===== src/rtl/ref_pkg.sv =====
// Shared types and default timing for the CBR refresh sequencer.
package ref_pkg;

  typedef enum logic [2:0] {
    IDLE,
    START,
    CAS,
    RAS,
    PRE
  } ref_state_e;

  localparam int CAS_SETUP_DEF    = 1;
  localparam int RAS_CYC_DEF      = 3;
  localparam int PRE_CYC_DEF      = 2;
  localparam int ROWS_PER_REQ_DEF = 1;
  localparam int REF_ROWS_MAX     = 4;

  // A state lasting N cycles is entered with the phase timer loaded to N-1.
  function automatic logic [2:0] phase_load(input int cycles);
    return 3'(cycles - 1);
  endfunction

endpackage


===== src/rtl/ref_phase_timer.sv =====
// Loadable 3-bit down-counter with a zero flag; reloaded on every state entry.
module ref_phase_timer (
  input  logic       CLK,
  input  logic       RST,
  input  logic       load_i,
  input  logic [2:0] load_val_i,
  output logic       zero_o
);

  logic [2:0] cnt_q;

  always_ff @(posedge CLK) begin
    if (RST) begin
      cnt_q <= 3'd0;
    end else if (load_i) begin
      cnt_q <= load_val_i;
    end else if (cnt_q != 3'd0) begin
      cnt_q <= cnt_q - 3'd1;
    end
  end

  assign zero_o = (cnt_q == 3'd0);

endmodule


===== src/rtl/ram_refresh_seq.sv =====
// CAS-before-RAS refresh sequencer: one burst of ROWS_PER_REQ rows per refresh window.
// Optional miss counter (RefMiss / RefMissPulse) is built when REF_MISS_CNT_EN is defined.
module ram_refresh_seq
  import ref_pkg::*;
#(
  parameter int CAS_SETUP    = CAS_SETUP_DEF,
  parameter int RAS_CYC      = RAS_CYC_DEF,
  parameter int PRE_CYC      = PRE_CYC_DEF,
  parameter int ROWS_PER_REQ = ROWS_PER_REQ_DEF
) (
  input  logic       CLK,
  input  logic       RST,
  input  logic       RefReq,
  input  logic       RefUrg,
  input  logic       BACT,
  input  logic       RAMBusy,
  output logic       RefActive,
  output logic       RAMHold,
  output logic       nRASref,
  output logic       nCASref,
  output logic       RefDone
`ifdef REF_MISS_CNT_EN
  ,
  output logic [7:0] RefMiss,
  output logic       RefMissPulse
`endif
);

  localparam int ROW_W = $clog2(REF_ROWS_MAX);

  ref_state_e       state_q;
  logic [ROW_W-1:0] row_q;
  logic             ref_active_q;
  logic             ram_hold_q;
  logic             nras_q;
  logic             ncas_q;
  logic             ref_done_q;
  logic             void_q;

  logic             pend;
  logic             start_ok;
  logic             last_row;
  logic             leave_pre;
  logic             tmr_zero;
  logic             tmr_load;
  logic [2:0]       tmr_val;

  assign pend      = RefReq && !ref_done_q;
  assign start_ok  = pend && !RAMBusy && (!BACT || ram_hold_q);
  assign last_row  = (({1'b0, row_q} + (ROW_W+1)'(1)) == (ROW_W+1)'(ROWS_PER_REQ));
  assign leave_pre = (state_q == PRE) && tmr_zero && last_row;

  always_comb begin
    tmr_load = 1'b0;
    tmr_val  = 3'd0;
    case (state_q)
      START: begin
        tmr_load = 1'b1;
        tmr_val  = phase_load(CAS_SETUP);
      end
      CAS: if (tmr_zero) begin
        tmr_load = 1'b1;
        tmr_val  = phase_load(RAS_CYC);
      end
      RAS: if (tmr_zero) begin
        tmr_load = 1'b1;
        tmr_val  = phase_load(PRE_CYC);
      end
      PRE: if (tmr_zero && !last_row) begin
        tmr_load = 1'b1;
        tmr_val  = phase_load(CAS_SETUP);
      end
      default: ;
    endcase
  end

  ref_phase_timer u_timer (
    .CLK        (CLK),
    .RST        (RST),
    .load_i     (tmr_load),
    .load_val_i (tmr_val),
    .zero_o     (tmr_zero)
  );

  always_ff @(posedge CLK) begin
    if (RST) begin
      state_q      <= IDLE;
      row_q        <= '0;
      ref_active_q <= 1'b0;
      ram_hold_q   <= 1'b0;
      nras_q       <= 1'b1;
      ncas_q       <= 1'b1;
      ref_done_q   <= 1'b0;
      void_q       <= 1'b0;
    end else begin
      ram_hold_q <= (pend && RefUrg) || (state_q != IDLE);

      // A window reset always wins over crediting a burst that ends on the same edge.
      if (!RefReq) begin
        ref_done_q <= 1'b0;
      end else if (leave_pre && !void_q) begin
        ref_done_q <= 1'b1;
      end

      case (state_q)
        IDLE: if (start_ok) begin
          state_q      <= START;
          ref_active_q <= 1'b1;
          void_q       <= 1'b0;
        end
        START: begin
          state_q <= CAS;
          ncas_q  <= 1'b0;
        end
        CAS: if (tmr_zero) begin
          state_q <= RAS;
          nras_q  <= 1'b0;
        end
        RAS: if (tmr_zero) begin
          state_q <= PRE;
          nras_q  <= 1'b1;
          ncas_q  <= 1'b1;
        end
        PRE: if (tmr_zero) begin
          if (last_row) begin
            state_q      <= IDLE;
            ref_active_q <= 1'b0;
            row_q        <= '0;
          end else begin
            state_q <= CAS;
            ncas_q  <= 1'b0;
            row_q   <= row_q + ROW_W'(1);
          end
        end
        default: begin
          state_q      <= IDLE;
          ref_active_q <= 1'b0;
          nras_q       <= 1'b1;
          ncas_q       <= 1'b1;
        end
      endcase

      // A window that closes while the burst runs leaves this burst uncredited.
      if (state_q != IDLE && !RefReq) begin
        void_q <= 1'b1;
      end
    end
  end

  assign RefActive = ref_active_q;
  assign RAMHold   = ram_hold_q;
  assign nRASref   = nras_q;
  assign nCASref   = ncas_q;
  assign RefDone   = ref_done_q;

`ifdef REF_MISS_CNT_EN
  logic       req_prev_q;
  logic [7:0] miss_cnt_q;
  logic       miss_pulse_q;
  logic       miss;

  assign miss = req_prev_q && !RefReq && !ref_done_q;

  always_ff @(posedge CLK) begin
    if (RST) begin
      req_prev_q   <= 1'b0;
      miss_cnt_q   <= 8'd0;
      miss_pulse_q <= 1'b0;
    end else begin
      req_prev_q   <= RefReq;
      miss_pulse_q <= miss;
      if (miss && (miss_cnt_q != 8'hFF)) begin
        miss_cnt_q <= miss_cnt_q + 8'd1;
      end
    end
  end

  assign RefMiss      = miss_cnt_q;
  assign RefMissPulse = miss_pulse_q;
`endif

endmodule


===== config.mk =====
export PLATFORM = sky130hd
export DESIGN_NAME = ram_refresh_seq
export DESIGN_NICKNAME = d
export VERILOG_FILES = /design/src/rtl/ref_pkg.sv /design/src/rtl/ref_phase_timer.sv /design/src/rtl/ram_refresh_seq.sv
export SDC_FILE = /design/constraint.sdc
export NUM_CORES = 1
export LEC_CHECK = 0
export CAP_MARGIN = 0
export CORE_UTILIZATION = 47
export CTS_CLUSTER_SIZE = 20
export DETAILED_ROUTE_END_ITERATION = 16
export MAX_ROUTING_LAYER = met4
export PLACE_DENSITY = 0.82
export RECOVER_POWER = 25
export SYNTH_ARGS = -nofsm -noshare
export SYNTH_HDL_FRONTEND = slang
export SYNTH_HIERARCHICAL = 1
export SYNTH_SLANG_ARGS = --single-unit

===== constraint.sdc =====
create_clock -name CLK -period 1.8 [get_ports CLK]
set_input_delay 0.36 -clock CLK [delete_from_list [all_inputs] [get_ports CLK]]
set_output_delay 0.36 -clock CLK [all_outputs]
set_load 0.1 [all_outputs]

Yosys cells after proc, flatten, opt, wreduce, memory -nomap -nowiden
Index checks and enable logic that the tools add are counted.
Widths: inputs -> output; s select.
{ "totals": {"out_inout_bits": 5, "reg_bits": 14} }
{ "classes": {"reduce_logical": 35, "n_addsub": 3, "muxes": 28, "eq_ne": 11, "bitwise": 4} }
{ "ops": {"columns": ["cell", "count"], "rows": [
  ["$mux 3", 6],
  ["$pmux 3 s5", 1],
  ["$mux 1", 13],
  ["$ne 2x2->1 const B", 6],
  ["$reduce_and 4->1", 3],
  ["$logic_and 1x1->1", 9],
  ["$pmux 1 s3", 3],
  ["$eq 3x1->1 const B", 2],
  ["$eq 3x2->1 const B", 2],
  ["$logic_not 1->1", 6],
  ["$logic_not 3->1", 2],
  ["$mux 2", 3],
  ["$reduce_bool 2->1", 3],
  ["$reduce_bool 3->1", 2],
  ["$reduce_or 2->1", 3],
  ["$reduce_or 3->1", 2],
  ["$not 1->1", 4],
  ["$pmux 1 s4", 1],
  ["$pmux 2 s2", 1],
  ["$reduce_and 2->1", 2],
  ["$add 2x1->3 const B", 1],
  ["$eq 3x3->1 const B", 1],
  ["$reduce_and 3->1", 1],
  ["$sub 3x1->3 const B", 1],
  ["other kinds (2)", 3]
]} }

Logic depth before layout (Yosys ltp)
{ "depth": {"word_depth": 7, "ltp_mapped": 10, "mapped_depth_nobuf": 9} }

By module
Netlist, hierarchy kept.
{ "by_module_without_submodules": {"columns": ["mod", "n_inst", "cells_per_inst", "area_each_um2"], "rows": [
  ["ram_refresh_seq", 1, 68, 625.6],
  ["ref_phase_timer", 1, 22, 206.4]
]} }

Least setup slack after synthesis
No wires, ideal clock.
{ "synth_timing": {"path_type": "flip-flop to flip-flop", "start": "register u_timer.cnt_q[0]", "end": "register u_timer.cnt_q[0]", "setup_ns": 0.112, "t_required_ns": 1.688, "stages_incl_launch_ff": 11, "arrival_time_ns": 1.779, "slack_ns": -0.091, "cell_sequence": "dfxtp_1 -> inv_1 -> ha_1 -> nand2b_1 -> inv_1 -> buf_4 -> and4bb_4 -> nand2b_1 -> o21ai_1 -> nor2b_1 -> a2111oi_1"} }
{ "synth_between": {"elab_chain_len": 5, "elab_cells_between_ends": 12} }
{ "synth_rtl": {"columns": ["element", "line", "text"], "rows": [
  ["start: declaration", "ref_phase_timer.sv:10", "logic [2:0] cnt_q;"],
  ["start signal: assignment", "ref_phase_timer.sv:16", "cnt_q <= load_val_i;"],
  ["start signal: assignment", "ref_phase_timer.sv:18", "cnt_q <= cnt_q - 3'd1;"],
  ["$logic_not 3->1 (*)", "ref_phase_timer.sv:22", "assign zero_o = (cnt_q == 3'd0);"],
  ["named net tmr_zero", "ram_refresh_seq.sv:44", "logic tmr_zero;"],
  ["$logic_and 1x1->1", "ram_refresh_seq.sv:69", "PRE: if (tmr_zero && !last_row) begin"],
  ["$mux 1", "ram_refresh_seq.sv:69", null],
  ["$pmux 1 s3 (*)", "ram_refresh_seq.sv:56", "case (state_q)"],
  ["named net tmr_load", "ram_refresh_seq.sv:45", "logic tmr_load;"],
  ["$mux 3 / $reduce_bool 2->1 (equally long branches)", null, null]
]} }
The timed path passes the listed nets; every way through them passes the cells marked *. The select of a mux whose other input is x is not followed.
A chain may end at the register's enable or synchronous reset.

Worst setup path in the final report
{ "layout_timing": {"start": "register u_timer.cnt_q[0]", "end": "register u_timer.cnt_q[1]"} }
The elaborated chain is that of the path after synthesis.

==> impl_metrics.ini <==
[worst_setup_path]
critical_path.startpoint_type = flop
cp.arrival_ns = 1.92
cp_max_fo = 8
endpoint_kind = flop
critPathRequiredTime_ns = 1.97
critical_path_class = reg -> reg

[global_routing]
grt_max_degree = 12
grtUsageTotal_pct = 24.6
overflow = 0
antenna_found_initial = 0
grt_pass1_wl_um = 3340
grt_pass1_vias = 764

[clock_network]
clk_path_buf_depth = 2
cts.clk_slew.worst_paths_ns = 0.08
htree_levels = 1
clkSinkCount = 14
cts-root-buf = clkbuf_4
cts_made_buffers = 3
clk_latency_ns = 0.29
holdBufCountCts = 0
cts_tree = yes

[placement]
gp_congestion = 0.843
hpwlAfterDp_um = 1510
place_inst = 117
port_buffers = 10

[synth]
synth.distinct_cells = 40
ys_seq_area_share_pct = 33.7
yosysTopAreaCellShare_pct = 33.7
synth_area_um2 = 832
postSynthNetCount = 100
synth.area.top_cells = dfxtp_1 (34%), ha_1 (6.0%), nor2b_1 (5.3%), inv_1 (4.1%), mux2i_1 (3.6%)
ys_seq_elements = 14
yosys_warnings = 6
synthArstFlopShare_pct = 0
yosysTopAreaCell = dfxtp_1
avgSynthCellArea_um2 = 9.24
synth_edf_count = 0
synth_ff_type = dfxtp_1
syn_inst = 90
synth_common_cells = dfxtp_1 (14), inv_1 (9), nor2b_1 (7)
synth.most_common_cell = dfxtp_1

[floorplanning]
die_h_um = 44.1
core_area_mm2 = 0.00158
fp-row-count = 14
dieArea_mm2 = 0.00194
io_pins = 11
die_x_um = 44.1
initial_core_util_pct = 52.8

[finish]
antenna_cells = 0
drive_above_1_share_pct = 37.3
fillerInstances = 112
final-seq-area_um2 = 283
multi_input_area_um2 = 547
fin_cells = 126
final_nets = 121
area_growth_syn_to_layout_pct = 33.5

[timing]
fin_tns_setup_ns = 0
fin_crit_sh_pct = 97.4
timing.final.hold_violations = 0
fmax_mhz = 570
worstMarginPinSlew_ns = 0.576
finalClockSkew_ns = 0.00261
finalSetupViolCount = 0
drv_slew = 0
min_period_ns = 1.75
max_slew_margin_pct = 61.8

[route]
drtIter0Drc = 19
post-route-drc-count = 0
avgRoutedWirePerCell_um = 16.9
dr.pass1.iters = 4
vias_per_cell = 6.12
routed_wl_um = 2130
drtAntennaViolNets = 0
vias = 771

[power]
ir_drop_v = 0.000822
power_density_mw_per_mm2 = 1180
p_leak_nw = 0.420

[job]
max_cap_viol_count = 0

[status]
status = completed

[min_path]
min_path_type = reg -> reg
==> cell usage in the layout (no fill, tap or decap), types with 2 or more instances in the layout <==
cell	n
a211oi_1	2
a21oi_1	3
buf_12	2
buf_4	11
clkbuf_2	3
clkbuf_4	3
clkdlybuf4s50_1	4
dfxtp_1	12
dfxtp_2	2
ha_1	3
inv_1	6
inv_2	4
mux2i_1	3
nand2b_1	2
nor2_1	3
nor2b_1	5
nor3_1	2
nor3b_1	2
o21ai_1	3
==> routing by layer <==
layer | wire [um] | GRT usage (%)
met1 | 841 | 25.7
met5 | 0 | -
met4 | 89 | 14.5
met3 | 105 | 7.76
met2 | 1090 | 40.3
==> through the flow <==
stage	hold slack, ns	cell area [um2]	total power [mW]	util (%)	setup slack (ns)
floorplan	0.428	843	0.776	-	0.0284
global placement	0.455	1020	0.881	64.5	0.0444
detailed placement	0.465	1020	0.918	64.5	-0.0769
CTS	0.477	1080	1.20	68.7	0.00334
global route	0.505	1110	1.40	70.5	-0.0669
finish	0.476	1110	1.31	70.5	0.0460
==> cells by family (layout without fill, tap and decap cells) <==
kind of cell	count (synthesis)	count (layout)	synth area share (%)
buffers and inverters	15	35	9.47
flip-flops	14	14	33.7
AND/OR/NAND/NOR	32	32	26.8
other	1	1	0.451
AO/OA/AOI/OAI	20	20	18.9
multiplexers	3	3	3.61
adder cells (fa/ha/maj)	4	4	6.02
XOR/XNOR	1	1	1.05
==> power breakdown <==
| part | internal, mW | switching, mW |
|---|---|---|
| Combinational | 0.317 | 0.360 |
| Sequential | 0.361 | 0.0467 |
| Clock | 0.123 | 0.106 |
==> cell type report <==
cell class                 instances  area share [%]
multi-input combinational         61            49.2
sequential                        14            25.5
timing repair buffer              21            16.9
inverter                          10            3.38
clock buffer                       4            3.27
tap                               16            1.80
==> flip-flops by register name, summed over array words and instances (netlist names) <==
signal         flops
void_q             1
u_timer/cnt_q      3
nRASref            1
RefDone            1
row_q              2
RefActive          1
nCASref            1
RAMHold            1
state_q            3
==> repair_timing <==
item,4_1_cts,5_1_grt
buffers inserted,1,4
endpoints found under the setup margin,2,2
hold endpoints to repair,0,0
pin swaps,2,4
gates resized for setup,5,11
==> worst paths after layout <==
| path | start | endpoint | slack, ns | cells after the start |
|---|---|---|---|---|
| worst min register to register | void_q$_SDFFE_PP0P_ | void_q$_SDFFE_PP0P_ | 0.48 | 2 |
| worst min-delay path | void_q$_SDFFE_PP0P_ | void_q$_SDFFE_PP0P_ | 0.48 | 2 |
| worst max-delay path | u_timer/cnt_q[0]$_SDFFE_PP0P_ | u_timer/cnt_q[1]$_SDFFE_PP0P_ | 0.05 | 9 |
| worst max register to register | u_timer/cnt_q[0]$_SDFFE_PP0P_ | u_timer/cnt_q[1]$_SDFFE_PP0P_ | 0.05 | 9 |
==> worst max-delay path, cell delays in order, from the launching register on <==
cell and delay, ns:
dfxtp_2 0.36, inv_2 0.06, ha_4 0.15, nand2b_1 0.10, inv_2 0.06, and4bb_4 0.21, nand2b_4 0.09, o21ai_4 0.09
nor2b_1 0.16, a2111oi_1 0.36
(Power assumes the default switching activity.)
